--- config.mk ---
export PLATFORM = sky130hd
export DESIGN_NAME = fazyrv_rf_seq
export DESIGN_NICKNAME = d
export VERILOG_FILES = /design/src/rtl/fazyrv_rf_seq.sv
export SDC_FILE = /design/constraint.sdc
export NUM_CORES = 1
export LEC_CHECK = 0
export BUFFER_PORTS_ARGS = -buffer_cell sky130_fd_sc_hd__buf_2
export CELL_PAD_IN_SITES_DETAIL_PLACEMENT = 1
export CELL_PAD_IN_SITES_GLOBAL_PLACEMENT = 1
export CORE_MARGIN = 5
export CORE_UTILIZATION = 40
export CTS_BUF_LIST = sky130_fd_sc_hd__clkbuf_4
export DETAILED_ROUTE_END_ITERATION = 10
export PLACE_DENSITY_LB_ADDON = 0.08
export REMOVE_ABC_BUFFERS = 1
export SLEW_MARGIN = 20
export SYNTH_ARGS = -nofsm -noshare
export SYNTH_HDL_FRONTEND = slang
export SYNTH_SLANG_ARGS = --single-unit
--- constraint.sdc ---
create_clock -name clk_i -period 3.2 [get_ports clk_i]
set_input_delay 0.48 -clock clk_i [delete_from_list [all_inputs] [get_ports clk_i]]
set_output_delay 0.48 -clock clk_i [all_outputs]
set_load 0.05 [all_outputs]
--- src/rtl/fazyrv_rf_seq.sv ---
// ---------------------------------------------------------------------------
// fazyrv_rf_seq
// Chunk-serial access sequencer for the register file. It turns one word
// request (read or write of a 32-bit register) into N = 32/CHUNKSIZE shift
// cycles on the RF's chunked port. Read chunks are collected into a parallel
// word. While busy, this block owns the RF port.
//
// Optional feature: define FAZYRV_RF_SEQ_RMW_EN to add the wmask_i byte-enable
// input. Masked-out bits are rewritten from the current RF value (rf_ra_i).
//
// Ports
//   clk_i, rst_in         clock (rising edge), async active-low reset
//   req_i/we_i/addr_i/    request, direction, register index and write data;
//   wdat_i [/wmask_i]     all captured together in IDLE
//   ack_o                 one-cycle completion pulse
//   busy_o                high in LOAD/RUN/DONE
//   rdat_o                read result, held until the next accepted read
//   rf_shft_o             rotate the RF register by one chunk
//   rf_ram_rstb_o         RF read strobe (LOAD)
//   rf_ram_wstb_o         RF write strobe (RUN, write, addr != 0)
//   rf_rs1_o/rs2_o/rd_o   captured address
//   rf_res_o              write chunk
//   rf_we_o               RF write enable
//   rf_ra_i               current low chunk of register rf_rs1_o
// ---------------------------------------------------------------------------
module fazyrv_rf_seq #(
   parameter int CHUNKSIZE = 2
) (
   input  logic                 clk_i,
   input  logic                 rst_in,
   input  logic                 req_i,
   input  logic                 we_i,
   input  logic [4:0]           addr_i,
   input  logic [31:0]          wdat_i,
`ifdef FAZYRV_RF_SEQ_RMW_EN
   input  logic [3:0]           wmask_i,
`endif
   output logic                 ack_o,
   output logic                 busy_o,
   output logic [31:0]          rdat_o,
   output logic                 rf_shft_o,
   output logic                 rf_ram_rstb_o,
   output logic                 rf_ram_wstb_o,
   output logic [4:0]           rf_rs1_o,
   output logic [4:0]           rf_rs2_o,
   output logic [4:0]           rf_rd_o,
   output logic [CHUNKSIZE-1:0] rf_res_o,
   output logic                 rf_we_o,
   input  logic [CHUNKSIZE-1:0] rf_ra_i
);

   // state  | meaning
   // S_IDLE | waiting for req_i; rf_* strobes low, addresses hold
   // S_LOAD | one cycle read strobe, addresses settle, no shift
   // S_RUN  | N shift cycles, counter 0..N-1
   // S_DONE | one cycle ack_o, rdat_o already updated for reads

   localparam int N  = 32 / CHUNKSIZE;
   localparam int CW = (N > 1) ? $clog2(N) : 1;
   localparam logic [CW-1:0] CNT_LAST = CW'(N - 1);

   typedef enum logic [1:0] {
      S_IDLE = 2'd0,
      S_LOAD = 2'd1,
      S_RUN  = 2'd2,
      S_DONE = 2'd3
   } state_t;

   state_t        state_q, state_d;
   logic [CW-1:0] cnt_q, cnt_d;
   logic          we_q, we_d;
   logic [4:0]    addr_q, addr_d;
   logic [31:0]   data_q, data_d;
   logic [31:0]   rdat_q, rdat_d;
   logic [CHUNKSIZE-1:0] wchunk;
`ifdef FAZYRV_RF_SEQ_RMW_EN
   logic [31:0]   mask_q, mask_d;
`endif

   // Shift right by one chunk and insert 'top' at the MSB end. Going through
   // a 64-bit concatenation keeps this legal for CHUNKSIZE = 32 too.
   function automatic logic [31:0] shr_ins(input logic [31:0] v,
                                           input logic [CHUNKSIZE-1:0] top);
      logic [63:0] cat;
      cat = {32'(top), v} >> CHUNKSIZE;
      return cat[31:0];
   endfunction

`ifdef FAZYRV_RF_SEQ_RMW_EN
   function automatic logic [31:0] expand_mask(input logic [3:0] m);
      return {{8{m[3]}}, {8{m[2]}}, {8{m[1]}}, {8{m[0]}}};
   endfunction
`endif

   // state register
   always_ff @(posedge clk_i or negedge rst_in) begin
      if (!rst_in) begin
         state_q <= S_IDLE;
         cnt_q   <= '0;
         we_q    <= 1'b0;
         addr_q  <= '0;
         data_q  <= '0;
         rdat_q  <= '0;
`ifdef FAZYRV_RF_SEQ_RMW_EN
         mask_q  <= '0;
`endif
      end else begin
         state_q <= state_d;
         cnt_q   <= cnt_d;
         we_q    <= we_d;
         addr_q  <= addr_d;
         data_q  <= data_d;
         rdat_q  <= rdat_d;
`ifdef FAZYRV_RF_SEQ_RMW_EN
         mask_q  <= mask_d;
`endif
      end
   end

   // next-state and datapath
   always_comb begin
      state_d = state_q;
      cnt_d   = cnt_q;
      we_d    = we_q;
      addr_d  = addr_q;
      data_d  = data_q;
      rdat_d  = rdat_q;
`ifdef FAZYRV_RF_SEQ_RMW_EN
      mask_d  = mask_q;
`endif
      case (state_q)
         S_IDLE: begin
            if (req_i) begin
               we_d    = we_i;
               addr_d  = addr_i;
               data_d  = wdat_i;
               cnt_d   = '0;
`ifdef FAZYRV_RF_SEQ_RMW_EN
               mask_d  = expand_mask(wmask_i);
`endif
               state_d = S_LOAD;
            end
         end
         S_LOAD: begin
            cnt_d   = '0;
            state_d = S_RUN;
         end
         S_RUN: begin
            // Writes rotate their own copy so the next chunk is always at
            // the bottom; reads pull the RF chunk in at the top.
            if (we_q) begin
               data_d = shr_ins(data_q, data_q[CHUNKSIZE-1:0]);
            end else begin
               data_d = shr_ins(data_q, rf_ra_i);
            end
`ifdef FAZYRV_RF_SEQ_RMW_EN
            mask_d = shr_ins(mask_q, mask_q[CHUNKSIZE-1:0]);
`endif
            if (cnt_q == CNT_LAST) begin
               cnt_d   = '0;
               state_d = S_DONE;
               if (!we_q) begin
                  rdat_d = data_d;
               end
            end else begin
               cnt_d = cnt_q + 1'b1;
            end
         end
         S_DONE: begin
            state_d = S_IDLE;
         end
         default: begin
            state_d = S_IDLE;
         end
      endcase
   end

`ifdef FAZYRV_RF_SEQ_RMW_EN
   assign wchunk = (data_q[CHUNKSIZE-1:0] & mask_q[CHUNKSIZE-1:0])
                 | (rf_ra_i & ~mask_q[CHUNKSIZE-1:0]);
`else
   assign wchunk = data_q[CHUNKSIZE-1:0];
`endif

   // outputs
   always_comb begin
      ack_o         = 1'b0;
      busy_o        = 1'b0;
      rf_shft_o     = 1'b0;
      rf_ram_rstb_o = 1'b0;
      rf_ram_wstb_o = 1'b0;
      rf_we_o       = 1'b0;
      rf_res_o      = '0;
      case (state_q)
         S_LOAD: begin
            busy_o        = 1'b1;
            rf_ram_rstb_o = 1'b1;
         end
         S_RUN: begin
            busy_o    = 1'b1;
            rf_shft_o = 1'b1;
            if (we_q) begin
               rf_res_o = wchunk;
               // x0 is hardwired zero: sequence runs, nothing is written
               if (addr_q != 5'd0) begin
                  rf_we_o       = 1'b1;
                  rf_ram_wstb_o = 1'b1;
               end
            end
         end
         S_DONE: begin
            busy_o = 1'b1;
            ack_o  = 1'b1;
         end
         default: ;
      endcase
   end

   assign rf_rs1_o = addr_q;
   assign rf_rs2_o = addr_q;
   assign rf_rd_o  = addr_q;
   assign rdat_o   = rdat_q;

endmodule

==> reports/metrics.yaml <==
timing:
  hold_viol_final: 0
  finalCritPeriodShare: 0.8178
  finalSetupViolations: 0
  tightest_slew_ns: 0.6067
  rsz0062_at_grt: "no"
  tns_ns: 0
  post-route-min-period_ns: 2.617
  fmax_mhz: 382.1
  slew_violations: 0
  skew_ns: 0.01352
  max_slew_margin: 0.5840
clock_tree:
  cts_buffers: 9
  htree_levels: 3
  cts_resized: 0
  cts.sinks: 76
  hold_buffers: 0
  cts_tree: "done"
  clk_latency_ns: 0.40
  cts_root_buf: "clkbuf_4"
  cts_max_path_buffers: 2
  postCtsSetupBuffers: 0
  clk_pin_slew_ns: 0.12
finish:
  num-fill-cells: 918
  syn_to_final_growth_pct: 19.54
  ff_latch_area_mm2: 0.001902
  final_cell_area_mm2: 0.004071
  finalNetCount: 410
  multi_input_area_mm2: 0.001313
  drive_above_1_share: 0.4278
global_routing:
  grt_use_total: 0.1499
  antenna_found_initial: 0
  grt_max_degree: 77
  grt_pass1_wl_mm: 12.29
  grt_pass1_vias: 2505
  use_met1: 0.2119
  grt.overflow.total: 0
  grt.met3_usage: 0.04027
  grt.busiest_layer: "met2"
  use_met2: 0.2204
power:
  switchingPower_mw: 1.697
  p_sw_frac: 0.4553
  peakVddDrop_v: 0.0004044
  clkPwrFrac: 0.156
  powerDensity_mw_per_mm2: 915.5
  intPower_mw: 2.030
  p_leak_nw: 2.124
  pwr-share-seq: 0.389
  pwr-share-comb: 0.454
routing:
  vias: 2328
  wirelength_mm: 7.392
  wl_per_cell_um: 15.63
  drt_pass1_iterations: 4
  drc_errors: 0
  drt-initial-drc-count: 45
  avgViaCountPerCell: 4.922
  antenna_left: 0
min_path:
  holdCritPathClass: "input port to flip-flop"
placement:
  dp_hpwl_mm: 5.079
  postPlaceCellArea_mm2: 0.003891
  io_buffers: 97
  place.gp.congestion: 0.7417
logic_synthesis:
  synthCells: 275
  synth_common_cells: "76 x dfrtp_1, 36 x mux2_2, 35 x nand2_1, 34 x o21ai_0, 33 x mux2i_1"
  avgSynthCellArea_um2: 12.38
  synth_async_sr_flop_share: 1.000
  synth-edff-count: 0
  yosysMostFrequentCell: "dfrtp_1"
  yosysTopAreaCellShare: 0.5584
  synth_area_leader_cell: "dfrtp_1"
  syn-cell-area_mm2: 0.003406
  synth_seq_cells: 76
  ys_seq_area_frac: 0.5584
  yosys-top-cells-area: "dfrtp_1 56%, mux2_2 12%, mux2i_1 9.7%"
  yosys_warnings: 0
  ys_types: 30
  ys.flop_type: "dfrtp_1"
worst_setup_path:
  crit_path_top_delay_cell: "buf_4"
  critPathArrivalTime_ns: 2.14
  critPathMaxFanout: 33
  end_kind: "output port"
  crit_type: "flip-flop to output port"
  cp_cell_sequence: "inv_1 > ha_2 > buf_4 > o311a_1 > buf_2"
  cpPeakStageDelay_ns: 0.45
  cp.required_ns: 2.72
  critPathLaunchType: "flip-flop"
floorplan:
  core_mm2: 0.008258
  die_y_um: 102.3
  die_w_um: 102.3
  io_pins: 98
  fp.dieArea_mm2: 0.01046
  fp-row-count: 33
  start_util: 0.4124
job:
  maxCapViolations: 0
status:
  status: "finished, final reports clean"
worst paths after layout:
path / from / endpoint / slack [ns] / depth (start not counted)
worst max-delay path: state_q[0] / rf_we_o / 0.58 / 5
worst min-delay path: addr_i[4] / rf_rd_o[4] / 0.30 / 2
worst max register to register: state_q[0] / data_q[30] / 1.12 / 7
worst min register to register: rdat_o[20] / rdat_o[20] / 0.50 / 1
max in group asynchronous: rst_in / rdat_o[27] / 2.11 / 3
min in group asynchronous: rst_in / rf_rd_o[4] / 0.51 / 2
registers in the layout, summed over array words and instances, names as in the netlist:
register	count
cnt_q	4
rf_rd_o	5
data_q	32
rdat_o	32
we_q	1
state_q	2
critical path, delay by kind of cell, from the launching register on:
| kind | cells | cell delay, ns |
|---|---|---|
| AO/OA/AOI/OAI | 1 | 0.27 |
| flip-flops | 1 | 0.43 |
| buffers and inverters | 3 | 0.81 |
| adder cells (fa/ha/maj) | 1 | 0.23 |
power groups by stage:
| stage | sequential (mW) | clock, mW | combinational (mW) |
|---|---|---|---|
| finish | 1.45 | 0.583 | 1.69 |
| floorplan | 1.76 | 0 | 0.988 |
| detailed placement | 1.48 | 0 | 1.72 |
| global route | 1.49 | 0.656 | 1.87 |
| CTS | 1.46 | 0.609 | 1.72 |
| global placement | 1.47 | 0 | 1.68 |
layer usage:
| metal | routed length (um) | vias to the layer above |
|---|---|---|
| li1 | - | 1122 |
| met1 | 3495 | 1125 |
| met2 | 3295 | 72 |
| met3 | 505 | 9 |
| met4 | 95 | 0 |
| met5 | 0 | - |
layout by cell type (no fill, tap or decap), drive strengths merged, types with 2 or more instances in the layout:
master	instances
buf	102
mux2i	34
clkbuf	10
inv	4
ha	5
and3	2
nand3	2
o21ai	34
clkinv	2
mux2	39
dfrtp	76
nand2	36
a211oi	2
a21o	2
clkinvlp	3
nor2	2
per-stage QoR:
step / hold slack (ns) / util / worst slack, ns / cells / total power [mW]
after floorplan: 0.1844 / - / -0.7192 / 248 / 2.744
after global placement: 0.4657 / 0.4712 / 1.038 / 454 / 3.148
after detailed placement: 0.4788 / 0.4712 / 0.9970 / 454 / 3.196
after CTS: 0.2447 / 0.4882 / 0.5165 / 470 / 3.789
after global routing: 0.2719 / 0.4927 / 0.4020 / 472 / 4.019
final: 0.3024 / 0.4930 / 0.5832 / 473 / 3.727
final cells by class:
cell class / count / area share
antenna: 1 / 0.0006146
clock inverter: 6 / 0.01598
tap: 105 / 0.03227
multi-input combinational: 168 / 0.3224
timing repair buffer: 103 / 0.1395
sequential: 76 / 0.4671
clock buffer: 10 / 0.01844
inverter: 4 / 0.003688
kinds of logic (layout without fill, tap and decap cells):
| group | count (synthesis) | count (layout) | share of synthesized area |
|---|---|---|---|
| adders and majority gates | 5 | 5 | 0.01837 |
| DFF | 76 | 76 | 0.5584 |
| other | 0 | 1 | 0 |
| muxes | 73 | 73 | 0.2300 |
| AOI/OAI and AO/OA | 43 | 43 | 0.07090 |
| buffers and inverters | 31 | 123 | 0.05951 |
| and+or+nand+nor | 47 | 47 | 0.06283 |
(Power assumes the default switching activity.)
